[src/rtl/page_buffer_unload_pkg.sv]
// Shared constants, state codes and stream beat type for page_buffer_unload.
// Optional feature macro: SKIP_INVALID_HALF_EN (see page_buffer_unload.sv).
package page_buffer_unload_pkg;

    localparam int          PAGE_BYTES_DEF = 8192;
    localparam logic [14:0] FLAG_ADDR_DEF  = 15'd8192;
    localparam logic [7:0]  INVALID_MARK   = 8'h55;

    typedef logic [2:0] state_t;

    localparam state_t ST_IDLE   = 3'd0;
    localparam state_t ST_FLAG0  = 3'd1;
    localparam state_t ST_FLAG1  = 3'd2;
    localparam state_t ST_STREAM = 3'd3;
    localparam state_t ST_DRAIN  = 3'd4;
    localparam state_t ST_FIN    = 3'd5;

    typedef struct packed {
        logic       last;
        logic [7:0] data;
    } stream_beat_t;

    function automatic logic is_invalid(input logic [7:0] b);
        return b == INVALID_MARK;
    endfunction

endpackage

[src/rtl/page_buffer_unload_if.sv]
// Byte stream handshake between the unloader and its downstream consumer.
// master drives data/valid/last, slave returns ready.
interface page_buffer_unload_if;

    logic [7:0] out_data;
    logic       out_valid;
    logic       out_ready;
    logic       out_last;

    modport master (
        output out_data,
        output out_valid,
        output out_last,
        input  out_ready
    );

    modport slave (
        input  out_data,
        input  out_valid,
        input  out_last,
        output out_ready
    );

endinterface

[src/rtl/page_buffer_unload_skid_fifo.sv]
// Two-entry output FIFO for returned RAM bytes (data plus last tag).
// The producer guarantees it never pushes into a full FIFO.
module unload_skid_fifo
    import page_buffer_unload_pkg::*;
(
    input  logic         clk,
    input  logic         rst_n,
    input  logic         push,
    input  stream_beat_t push_beat,
    input  logic         pop,
    output stream_beat_t head,
    output logic         not_empty,
    output logic [1:0]   count
);

    stream_beat_t mem [2];
    logic         rd_ptr;
    logic         wr_ptr;
    logic         pop_ok;

    assign pop_ok = pop && not_empty;

    always_ff @(posedge clk or negedge rst_n) begin
        if (!rst_n) begin
            mem[0] <= '0;
            mem[1] <= '0;
            rd_ptr <= 1'b0;
            wr_ptr <= 1'b0;
            count  <= 2'd0;
        end else begin
            if (push) begin
                mem[wr_ptr] <= push_beat;
                wr_ptr      <= ~wr_ptr;
            end
            if (pop_ok) begin
                rd_ptr <= ~rd_ptr;
            end
            count <= count + {1'b0, push} - {1'b0, pop_ok};
        end
    end

    assign head      = mem[rd_ptr];
    assign not_empty = count != 2'd0;

endmodule

[src/rtl/page_buffer_unload.sv]
// Unloads a completed page buffer RAM as a byte stream after reading two
// half-validity flags. SKIP_INVALID_HALF_EN skips halves flagged invalid.
module page_buffer_unload
    import page_buffer_unload_pkg::*;
#(
    parameter int          PAGE_BYTES = PAGE_BYTES_DEF,
    parameter logic [14:0] FLAG_ADDR  = FLAG_ADDR_DEF
) (
    input  logic                        clk,
    input  logic                        rst_n,
    input  logic                        start,
    output logic                        busy,
    output logic                        done,
    output logic [1:0]                  half_invalid,
    output logic                        ram_en,
    output logic [14:0]                 ram_addr,
    input  logic [7:0]                  ram_dataout,
    page_buffer_unload_if.master        stream
);

    localparam logic [13:0] LAST_ADDR = 14'(PAGE_BYTES - 1);

    state_t       state;
    state_t       state_nxt;
    logic [13:0]  addr_cnt;
    logic [13:0]  stop_addr;
    logic [13:0]  start_addr;
    logic         in_flight;
    logic         in_flight_last;
    logic         flag1_pend;
    logic         mark_now;
    logic         none_left;
    logic         at_last;
    logic         issue;
    logic         room;
    logic         pop;
    logic         drain_ok;
    logic [2:0]   occ;

    stream_beat_t push_beat;
    stream_beat_t head;
    logic         fifo_valid;
    logic [1:0]   fifo_count;

    assign mark_now = is_invalid(ram_dataout);

`ifdef SKIP_INVALID_HALF_EN
    localparam logic [13:0] HALF_ADDR = 14'(PAGE_BYTES / 2);
    localparam logic [13:0] HALF_LAST = 14'(PAGE_BYTES / 2 - 1);

    logic hi1_now;

    // The second flag is still on the RAM bus in the first STREAM cycle.
    assign hi1_now    = flag1_pend ? mark_now : half_invalid[1];
    assign stop_addr  = hi1_now ? HALF_LAST : LAST_ADDR;
    assign start_addr = mark_now ? HALF_ADDR : 14'd0;
    assign none_left  = half_invalid[0] && hi1_now;
`else
    assign stop_addr  = LAST_ADDR;
    assign start_addr = 14'd0;
    assign none_left  = 1'b0;
`endif

    assign at_last = addr_cnt == stop_addr;
    assign pop     = fifo_valid && stream.out_ready;

    // Occupancy after this cycle's pop plus the read still in flight:
    // keeping it below two means every issued read has a FIFO slot.
    assign occ   = {1'b0, fifo_count} - {2'b0, pop} + {2'b0, in_flight};
    assign room  = occ < 3'd2;
    assign issue = (state == ST_STREAM) && !none_left && room;

    assign drain_ok = !in_flight && (fifo_count == {1'b0, pop});

    always_comb begin
        state_nxt = state;
        unique case (state)
            ST_IDLE: begin
                if (start) begin
                    state_nxt = ST_FLAG0;
                end
            end
            ST_FLAG0: begin
                state_nxt = ST_FLAG1;
            end
            ST_FLAG1: begin
                state_nxt = ST_STREAM;
            end
            ST_STREAM: begin
                if (none_left) begin
                    state_nxt = ST_FIN;
                end else if (issue && at_last) begin
                    state_nxt = ST_DRAIN;
                end
            end
            ST_DRAIN: begin
                if (drain_ok) begin
                    state_nxt = ST_FIN;
                end
            end
            ST_FIN: begin
                state_nxt = ST_IDLE;
            end
            default: begin
                state_nxt = ST_IDLE;
            end
        endcase
    end

    always_ff @(posedge clk or negedge rst_n) begin
        if (!rst_n) begin
            state          <= ST_IDLE;
            addr_cnt       <= 14'd0;
            in_flight      <= 1'b0;
            in_flight_last <= 1'b0;
            flag1_pend     <= 1'b0;
            half_invalid   <= 2'b00;
        end else begin
            state          <= state_nxt;
            in_flight      <= issue;
            in_flight_last <= issue && at_last;
            flag1_pend     <= state == ST_FLAG1;

            if (state == ST_IDLE && start) begin
                half_invalid <= 2'b00;
            end
            if (state == ST_FLAG1) begin
                half_invalid[0] <= mark_now;
            end
            if (flag1_pend) begin
                half_invalid[1] <= mark_now;
            end

            if (state == ST_FLAG1) begin
                addr_cnt <= start_addr;
            end else if (issue && !at_last) begin
                addr_cnt <= addr_cnt + 14'd1;
            end
        end
    end

    assign busy   = (state != ST_IDLE) && (state != ST_FIN);
    assign done   = state == ST_FIN;
    assign ram_en = (state == ST_FLAG0) || (state == ST_FLAG1) || issue;

    always_comb begin
        ram_addr = 15'd0;
        unique case (state)
            ST_FLAG0:  ram_addr = FLAG_ADDR;
            ST_FLAG1:  ram_addr = FLAG_ADDR + 15'd1;
            ST_STREAM: ram_addr = {1'b0, addr_cnt};
            default:   ram_addr = 15'd0;
        endcase
    end

    assign push_beat.last = in_flight_last;
    assign push_beat.data = ram_dataout;

    unload_skid_fifo u_fifo (
        .clk       (clk),
        .rst_n     (rst_n),
        .push      (in_flight),
        .push_beat (push_beat),
        .pop       (pop),
        .head      (head),
        .not_empty (fifo_valid),
        .count     (fifo_count)
    );

    assign stream.out_data  = head.data;
    assign stream.out_valid = fifo_valid;
    assign stream.out_last  = fifo_valid && head.last;

endmodule

[src/flat_wrapper.sv]
// flat-port wrapper written by rule: the top's interface ports become plain ports
module page_buffer_unload_flat import page_buffer_unload_pkg::*;
#(
    parameter int          PAGE_BYTES = PAGE_BYTES_DEF,
    parameter logic [14:0] FLAG_ADDR  = FLAG_ADDR_DEF
)
  (clk, rst_n, start, busy, done, half_invalid, ram_en, ram_addr, ram_dataout, stream_out_data, stream_out_valid, stream_out_last, stream_out_ready);
  page_buffer_unload_if stream_i ();
  input  logic clk;
  input  logic rst_n;
  input  logic start;
  output logic busy;
  output logic done;
  output logic [1:0] half_invalid;
  output logic ram_en;
  output logic [14:0] ram_addr;
  input  logic [7:0] ram_dataout;
  output wire logic [$bits(stream_i.out_data)-1:0] stream_out_data;
  output wire logic [$bits(stream_i.out_valid)-1:0] stream_out_valid;
  output wire logic [$bits(stream_i.out_last)-1:0] stream_out_last;
  input wire logic [$bits(stream_i.out_ready)-1:0] stream_out_ready;
  assign stream_out_data = stream_i.out_data;
  assign stream_out_valid = stream_i.out_valid;
  assign stream_out_last = stream_i.out_last;
  assign stream_i.out_ready = stream_out_ready;
  page_buffer_unload #(.PAGE_BYTES(PAGE_BYTES), .FLAG_ADDR(FLAG_ADDR)) u_core (.clk(clk), .rst_n(rst_n), .start(start), .busy(busy), .done(done), .half_invalid(half_invalid), .ram_en(ram_en), .ram_addr(ram_addr), .ram_dataout(ram_dataout), .stream(stream_i));
endmodule
[config.mk]
export PLATFORM = sky130hd
export DESIGN_NAME = page_buffer_unload_flat
export DESIGN_NICKNAME = d
export VERILOG_FILES = /design/src/rtl/page_buffer_unload_pkg.sv /design/src/rtl/page_buffer_unload_if.sv /design/src/rtl/page_buffer_unload_skid_fifo.sv /design/src/rtl/page_buffer_unload.sv /design/src/flat_wrapper.sv
export SDC_FILE = /design/constraint.sdc
export NUM_CORES = 1
export LEC_CHECK = 0
export CAP_MARGIN = 5
export CORE_ASPECT_RATIO = 0.6
export CORE_MARGIN = 10
export CORE_UTILIZATION = 40
export DETAILED_ROUTE_END_ITERATION = 16
export PLACE_DENSITY_LB_ADDON = 0.25
export SETUP_SLACK_MARGIN = 0.4
export SYNTH_ARGS = -nofsm -noshare
export SYNTH_HDL_FRONTEND = slang
export SYNTH_SLANG_ARGS = --single-unit
export TNS_END_PERCENT = 20
[constraint.sdc]
create_clock -name clk -period 3.2 [get_ports clk]
set_clock_uncertainty 0.15 [all_clocks]
set_input_delay 0.48 -clock clk [delete_from_list [all_inputs] [get_ports clk]]
set_output_delay 0.48 -clock clk [all_outputs]
set_load 0.005 [all_outputs]
==> key figures, run 1 <==
STA
  • Final worst path period need: around 3.3 ns
  • Max transition margin: 33.54%
  • Fmax: between 300 and 400 MHz
  • Slew @ Worst Pin: roughly 1 ns
  • Fin Hold WS: about 0.19 ns
  • Final period util: 101.8%
  • Setup WS post-layout: -0.05702 ns
  • Fin. Hold Viols: 0
  • RSZ-0062 raised after global routing: yes
  • Final setup viols: 1
  • Slew Viols, Final: 0

Placed design
  • Dpl cell area: 2893 um2
  • Gpl congestion: slightly below 0.8
  • I/O Buffers: 40
  • HPWL Detailed: between 4 and 5 mm

GRT
  • Vias in the first global route: between 1500 and 2000
  • Largest net degree at the start of global routing: between 40 and 50
  • Overflow left after global routing: 0
  • Initial antenna violation count: 0
  • First-pass GRT wire length: ~9.2 mm
  • Tot GR Track Use: a little under an eighth

Setup path
  • CP endpoint kind: flop
  • Critical path arrival: 3.32 ns
  • Reg2reg start: u_core.u_fifo.count[1]$_DFF_PN0_
  • Worst setup SP type: flop
  • CP Class: flop to flop
  • FF-to-FF End: u_core.addr_cnt[10]$_DFFE_PN0P_
  • Worst Path Max Fanout: 5
  • CP endpoint: u_core.addr_cnt[10]$_DFFE_PN0P_
  • R2r worst-path depth: 13
  • Reg2reg setup slack: -0.06 ns
  • Critical Path Source: u_core.u_fifo.count[1]$_DFF_PN0_
  • Worst Path Required: roughly 3.3 ns

CTS
  • Worst-Skew Late Latency: between 0.2 and 0.3 ns
  • CTS tree: yes
  • Clk sink count: 44
  • CTS Buf Count: 5
  • Root buffer cell: clkbuf_8
  • Reg clk slew, reported paths: about 0.08 ns
  • CTS Buffer Depth: 2
  • CTS H-Tree Depth: 2
  • # hold bufs at CTS: 0

Power
  • Combinational fraction of design power: 51.8%
  • Clock power frac: around 15%
  • Seq pwr share: roughly 33%
  • Switch Pwr: 911.3 uW
  • Max VDD drop: roughly 0.00036 V
  • Cell-internal power: approximately 1.8 mW
  • Leak pwr: 1.345 nW
  • Net switching share of the total power: about a third
  • Pwr Density: about 860 nW/um2

Routing
  • Post-route antenna net violation count: 0
  • DR DRC count: 0
  • Drt total wl: slightly below 6 mm
  • Routed len/inst: roughly 16 um
  • Vias per cell: 5.064
  • Initial DRC Count: 80
  • Detailed-route via count: around 1800
  • Drt pass-1 iters: 4

Logic synthesis
  • Syn Nets: approximately 230
  • Main combinational cell family by area after synthesis: simple AND/OR/NAND/NOR gates
  • Yosys cell types: 51
  • EDFF count, synth: 0
  • Post-synth top flop: dfrtp_1
  • Number of synthesized register bits: 44
  • Top cell type's share of synthesized area: a little under half
  • Synthesized area: 2354 um2
  • Multiplexer area fraction after synthesis: between 10% and 20%
  • Synth area leader: dfrtp_1
  • Syn Inst Count: 213
  • Synth warn: 0
  • Adder-cell share of the synthesized area: under 10%
  • Area contributors post-synth: dfrtp_1 47%, mux2_2 12%, and2_1 3.2%, nand2_1 1.9%, mux2i_1 1.7%
  • Sequential area share after synthesis: between 40% and 50%
  • XOR/XNOR Fraction of Synth Area: about 1.9%
  • Post-synthesis compound-gate area fraction: about 7%
  • Synth async-reset ratio: 100.0%
  • Post-Synth Simple-Gate Area: between 20% and 30%
  • Synth Area per Inst: about 11 um2

Flow run
  • Max cap viols: 0

Floorplan
  • Die ar.: between 9000 and 10000 um2
  • Cell Rows: 21
  • Die width: 119.0 um
  • Die Y: ~79 um
  • CORE AREA: roughly 5600 um2
  • Starting Density: 41.66%
  • I/O pin count: 42

Outcome
  • Violated checks: setup timing
  • Status: finished, violations left

Cells and area
  • Most frequent cells in the layout: 44 x dfrtp_1, 36 x clkdlybuf4s50_1, 27 x buf_4
  • Fin nets: slightly below 300
  • Fill cells: 518
  • # diodes: 0
  • Commonest non-fill, non-tap cell in the layout: dfrtp_1
  • Post-route cell area: ~3200 um2
  • Area Overhead vs Synth: 35.09%
  • Layout cells sized above 1: about a third

Hold path
  • HP Class: primary input to async pin
-- worst max-delay path, cell delays in order, from the launching register on --
cell and delay [ns]:
dfrtp_1 0.39, nor2_2 0.16, inv_2 0.06, and2_4 0.15, ha_4 0.22, inv_4 0.05, ha_4 0.12, inv_2 0.03
fa_1 0.51, and4b_1 0.24, buf_6 0.13, nand4b_1 0.24, or4_4 0.59, a21oi_2 0.13
-- timing repair --
item,4_1_cts,5_1_grt
setup endpoints to repair,19,20
pin swaps,6,8
setup buffers,12,4
resized for setup,16,9
-- power groups by stage --
stage / clock network (mW) / registers (mW) / logic (mW)
floorplan: 0 / 0.848 / 0.669
global placement: 0 / 0.904 / 1.17
detailed placement: 0 / 0.909 / 1.20
CTS: 0.429 / 0.902 / 1.32
global route: 0.453 / 0.934 / 1.53
finish: 0.420 / 0.903 / 1.42
-- logic make-up (layout without fill, tap and decap cells) --
family | count (synthesis) | count (layout)
AO/OA/AOI/OAI | 26 | 26
adder cells (fa/ha/maj) | 4 | 4
multiplexers | 30 | 30
XOR/XNOR | 5 | 5
AND/OR/NAND/NOR | 85 | 85
flip-flops | 44 | 44
other | 1 | 1
buffers and inverters | 18 | 84
-- registers in the layout, indices dropped and copies added (netlist names) --
name	count
u_core.u_fifo.mem	18
u_core.addr_cnt	14
u_core.state	3
u_core.half_invalid	2
u_core.u_fifo.count	2
u_core.flag1_pend	1
u_core.in_flight	1
u_core.in_flight_last	1
u_core.u_fifo.rd_ptr	1
u_core.u_fifo.wr_ptr	1
-- cell type report --
type / instances / area, um2 / area share (%)
clock buffer: 6 / 72.57 / 2.283
clock inverter: 2 / 35.03 / 1.102
inverter: 9 / 36.28 / 1.141
multi-input combinational: 151 / 1241 / 39.04
sequential: 44 / 1101 / 34.63
tap: 80 / 100.1 / 3.148
timing repair buffer: 67 / 593.1 / 18.65
-- Yosys cell counts, types with 3 or more instances --
master	n
dfrtp_1	44
mux2_2	26
and2_1	12
nand2_1	12
inv_1	9
nand3_1	8
nor2_1	8
a21oi_1	7
o21ai_0	7
nand2b_1	5
nor3_1	5
mux2i_1	4
o31ai_1	4
and3b_1	3
and4_1	3
buf_2	3
clkbuf_1	3
ha_1	3
or4_1	3
xnor2_1	3
-- metrics by stage --
stage	util (%)	setup TNS [ns]	worst slack (ns)	power (mW)	std cells
6_report	56.28	-0.05702	-0.05702	2.744	359
5_1_grt	56.28	-0.1732	-0.1273	2.922	359
4_1_cts	55.17	0	0.05677	2.656	355
3_5_place_dp	51.21	-2.629	-0.3765	2.107	335
3_3_place_gp	51.21	-1.763	-0.3437	2.076	335
2_1_floorplan	-	0	0.2401	1.517	213
-- metal layers --
| layer | track usage (%) | vias up | wire length [um] |
|---|---|---|---|
| met5 | 0 | - | 0 |
| met4 | 3.034 | 0 | 36 |
| met3 | 3.743 | 4 | 300 |
| met2 | 17.33 | 37 | 2568 |
| met1 | 16.76 | 886 | 2953 |
| li1 | - | 891 | - |
-- worst min path at each step --
stage	start	to	cells after the start
6_report	rst_n	u_core.addr_cnt[2]$_DFFE_PN0P_	1
5_1_grt	rst_n	u_core.addr_cnt[2]$_DFFE_PN0P_	1
4_1_cts	rst_n	u_core.u_fifo.mem[14]$_DFFE_PN0P_	1
3_5_place_dp	u_core.flag1_pend$_DFF_PN0_	u_core.half_invalid[1]$_DFFE_PN0P_	1
3_3_place_gp	u_core.flag1_pend$_DFF_PN0_	u_core.half_invalid[1]$_DFFE_PN0P_	1
2_1_floorplan	rst_n	u_core.addr_cnt[0]$_DFFE_PN0P_	0
Power figures use the tool's default switching activity.
==> run 2, diff against run 1 <==
SLEW_MARGIN = 5   (was unset)
==> results of run 2 <==
No change in the layout: final DEF, timing and power equal those of run 1.
==> edit 1, RTL diff (settings of run 1) <==
Add a define of `SKIP_INVALID_HALF_EN`.
--- a/src/rtl/page_buffer_unload.sv
+++ b/src/rtl/page_buffer_unload.sv
@@ -1,4 +1,6 @@
 // Unloads a completed page buffer RAM as a byte stream after reading two
 // half-validity flags. SKIP_INVALID_HALF_EN skips halves flagged invalid.
+`define SKIP_INVALID_HALF_EN
+
 module page_buffer_unload
     import page_buffer_unload_pkg::*;
Check against the original RTL: not equivalent (a bounded check fails within 4 cycles, from zero or initial values and one cycle with rst_n low).
==> edit 1 against run 1 <==
Total power fell by 2.7%; critical path type is now flip-flop to output pin; highest routed layer unchanged; design area down 1.8%; critical endpoint is now ram_en; clock power rose by 2%; sequential share of layout area is 0.64 points higher; non-clock buffer count fell by 9; routed wire length is essentially flat; sequential cell count is the same; synthesized area is 2.8% higher; setup slack gained 160 ps.
==> edit 1: results (changes against run 1) <==
Maximum VDD drop - 0.4246 mV (+19%)
Share of layout cells above drive strength 1 - 0.2562 (-0.05918)
CP startpoint - u_core.u_fifo.count[0]
Post-synth cell types - 48 (-5.9%)
Buffers, non-clock - 58 (-13%)
Gpl congestion - 0.8050 (+2.1%)
Mapped Nets - 244 (+6.6%)
Multi-input comb cells - 162 (+7.3%)
Post-DP HPWL - 4.229 mm (+3.4%)
Layout non-clock buf frac - 0.1691 (-0.01740)
RR Endpoint - u_core.addr_cnt[12]
1st-iter DRT viols - 94 (+18%)
Register area share after synthesis - 0.4550 (-0.01282)
Routed WL - 5.857 mm (about the same)
Largest delay share family, worst path - adder cells
Pre-CTS setup slack - -482.6 ps (-106.1 ps)
Met3 WL - 269 um (-10%)
Worst path slowest cell - fa_2
Sequential share of cell area - 0.3527 (+0.006386)
Status - complete, no violations
GRT Overall Usage - 0.1235 (+0.003929)
Fill cells - 546 (+5.4%)
ClkCell Share - 0.03567 (+0.001826)
Least-Margin Pin Slew - 989.4 ps (-7.497 ps)
Met3 Use GR - 0.03701 (-0.0004182)
Sw power - 0.9037 mW (-0.83%)
CTS resizes - 7 (-9)
DR vias/cell - 5.238 (+3.4%)
M1 GR Usage - 0.1760 (+0.008347)
Final Net Count - 296 (+0.68%)
Crit path DAT - 2460 ps (-860 ps)
Synth area leaders - dfrtp_1, mux2_2, and2_1
Sum Neg Setup Slack - 0 ps (+57.02 ps)
Met2 usage - 0.1763 (+0.003011)
Detail Route met2 WL - 2.517 mm (-2.0%)
Setup Fix Bufs, Post-CTS - 5 (-7)
Multi-input combinational area share - 0.3996 (+0.009204)
Clock Power - 0.427 mW (+2%)
Largest stage delay, worst path - 550 ps (-40 ps)
Power share of the clock group - 0.160 (+0.007)
Worst R2R Path Depth - 12 (-1)
Vias in the first global route - 1,946 (+11%)
Seq power - 0.876 mW (-3.0%)
First-pass GRT wire length - 9.908 mm (+7.7%)
Critical Path Fanout Max - 2 (-3)
Metal-1 WL - 3.055 mm (+3.5%)
-- edit 1: stage by stage --
| step | area [um^2] | instances |
|---|---|---|
| 6_report | 3122 | 361 |
| 5_1_grt | 3122 | 361 |
| 4_1_cts | 3085 | 360 |
| 3_5_place_dp | 2939 | 347 |
| 3_3_place_gp | 2939 | 347 |
| 2_1_floorplan | 2439 | 228 |
-- edit 1: kinds of logic after synthesis --
group | count (synthesis) | synth area share
AOI/OAI and AO/OA | 35 | 0.09463
xor gates and xnor gates | 5 | 0.01810
adders and majority gates | 4 | 0.02379
buffers and inverters | 22 | 0.04757
DFF | 44 | 0.4550
muxes | 30 | 0.1396
other | 1 | 0.001550
and+or+nand+nor | 87 | 0.2198
-- edit 1: worst max-delay path by stage --
stage	end	slack, ps	cells past startpoint
floorplan	ram_en	190	13
global placement	ram_en	-440	13
detailed placement	ram_en	-480	13
CTS	ram_en	90	11
global route	ram_en	-40	11
finish	ram_en	110	11
==> edit 2, RTL diff (settings of run 1) <==
Made on the original files. Reset style: synchronous (`rst_n`), changed in 2 clocked blocks.
--- a/src/rtl/page_buffer_unload_skid_fifo.sv
+++ b/src/rtl/page_buffer_unload_skid_fifo.sv
@@ -21,5 +21,5 @@
     assign pop_ok = pop && not_empty;
 
-    always_ff @(posedge clk or negedge rst_n) begin
+    always_ff @(posedge clk) begin
         if (!rst_n) begin
             mem[0] <= '0;
--- a/src/rtl/page_buffer_unload.sv
+++ b/src/rtl/page_buffer_unload.sv
@@ -108,5 +108,5 @@
     end
 
-    always_ff @(posedge clk or negedge rst_n) begin
+    always_ff @(posedge clk) begin
         if (!rst_n) begin
             state          <= ST_IDLE;
Check against the original RTL: differs if rst_n is asserted again (counterexample within 4 cycles, from zero or initial values and one cycle with rst_n low); with rst_n held inactive, the same outputs for 10 cycles.
==> edit 2 against run 1 <==
Register-to-register slack better by 190 ps; sequential cell count is 1 higher; synthesized cell count is 7.0% higher; core utilization is 2.5 points higher; via count is 5.1% higher; count of clock-buffer cells in the layout is 1 lower; final cell count is 0.84% higher; setup slack better by 160 ps; synthesized area is 4.2% lower; routed wire length is 2.2% higher; design area is 2.0% higher; critical path type is now flip-flop to output pin.
Power is not compared: it rests on default switching activity, and its combinational part moved more than twofold at a synthesized area within 25%.
==> edit 2: results (changes against run 1) <==
Status - complete, no violations
R2R Path Start - u_core.u_fifo.count[1]
Critical Path Fanout Max - 3 (-2)
Crit path DAT - 2470 ps (-850 ps)
DR WL/cell - 16.54 um (+1.4%)
Post-Synth XOR/XNOR Area - 0.02331 (+0.004700)
Synth area leaders - dfxtp_1, edfxtp_1, and2_1
Gpl congestion - 0.8161 (+3.5%)
Post-synthesis mux area share - 0.06271 (-0.07871)
Post-DP HPWL - 4.123 mm (+0.83%)
GRT Overall Usage - 0.1290 (+0.009453)
Largest net degree at the start of global routing - 16 (-64%)
Top FF cell, synth - dfxtp_1
Worst R2R Path Depth - 14 (+1)
Worst hold path type - flip-flop to flip-flop
Least-Margin Pin Slew - 1193 ps (+196.6 ps)
Pre-CTS setup slack - -480.5 ps (-104.0 ps)
Final Net Count - 308 (+4.8%)
Register area share after synthesis - 0.4795 (+0.01163)
Clock transition at the registers of the reported paths - 100 ps (+20 ps)
RR Endpoint - u_core.addr_cnt[5]
Post-synth top cells - and2_1, dfxtp_1, edfxtp_1
Flop2flop setup slack - 130 ps (+190 ps)
DR vias/cell - 5.276 (+4.2%)
Worst skew pair latency - 320 ps (+30 ps)
Post-synth cell types - 44 (-14%)
First-pass GRT wire length - 9.294 mm (+1.1%)
Placed Area - 2859 um^2 (-1.2%)
Fill cells - 501 (-3.3%)
Share of layout cells above drive strength 1 - 0.3072 (-0.008245)
Hold WS - 349.7 ps (+159.2 ps)
Post-synthesis compound-gate area fraction - 0.09767 (+0.02749)
Vias in the first global route - 1,802 (+3.1%)
-- edit 2: cell types whose count changed after synthesis, moves of 17 or more --
cell and change:
mux2_2 -17, edfxtp_1 +18, dfrtp_1 -44, and2_1 +19, dfxtp_1 +27
-- edit 2: cell type report --
class                           count  area (um^2)  area share
Timing Repair Buffer               68        623.1      0.1921
Clock buffer                        5        68.82     0.02122
Multi-Input combinational cell    162         1291      0.3981
Tap cell                           69        86.33     0.02662
Sequential cell                    45         1087      0.3353
Inverter                           10        40.04     0.01235
Clock inverter                      3        46.29     0.01427
-- edit 2: cells by family after synthesis --
kind of cell	Yosys count
AND/OR/NAND/NOR	102
flip-flops	45
AO/OA/AOI/OAI	35
buffers and inverters	22
multiplexers	13
XOR/XNOR	6
adder cells (fa/ha/maj)	4
other	1
-- edit 2: per-stage QoR --
stage | std cells | total power, mW
global route | 362 | 1.858
detailed placement | 344 | 1.191
finish | 362 | 1.769
CTS | 359 | 1.686
floorplan | 228 | 0.9152
global placement | 344 | 1.181
-- edit 2: how the worst max path moves through the flow --
stage                            from  cells past startpoint                  to  slack [ps]
2_1_floorplan  u_core.u_fifo.count[1]                     13  u_core.addr_cnt[9]         200
3_3_place_gp         stream_out_ready                     11              ram_en        -460
3_5_place_dp         stream_out_ready                     11              ram_en        -480
4_1_cts        u_core.u_fifo.count[0]                     12              ram_en         100
5_1_grt        u_core.u_fifo.count[0]                     12              ram_en         -30
6_report       u_core.u_fifo.count[1]                     12              ram_en         100
-- edit 2: power groups by stage --
stage               clock network, mW  logic (mW)  registers (mW)
finish                          0.451       0.638           0.680
CTS                             0.450       0.557           0.679
global placement                    0       0.494           0.687
global route                    0.475       0.696           0.687
detailed placement                  0       0.503           0.688
floorplan                           0       0.240           0.675
-- edit 2: metal layers --
layer,track usage,share of wire,up-vias
li1,-,-,945
met1,0.1921,0.49,902
met2,0.1640,0.42,55
met3,0.03797,0.074,8
met4,0.05651,0.016,0
met5,0,0,-
-- edit 2: repair_timing --
item                       4_1_cts  5_1_grt
gates cloned                     1        0
pin swaps                       10       25
setup endpoints to repair       27       28
buffers inserted                 6        3
hold buffers                     0        0
gates resized for setup         16       37
-- edit 2: worst register-to-register path: stages, from the launching register on --
cell and delay (ps):
dfxtp_4 360, nor2_4 90, inv_2 40, and2_4 160, ha_4 210, inv_4 50
ha_4 110, inv_2 30, fa_2 560, and4b_1 230, nand2_2 100, buf_6 140
buf_6 130, or4_4 480, a21oi_2 140
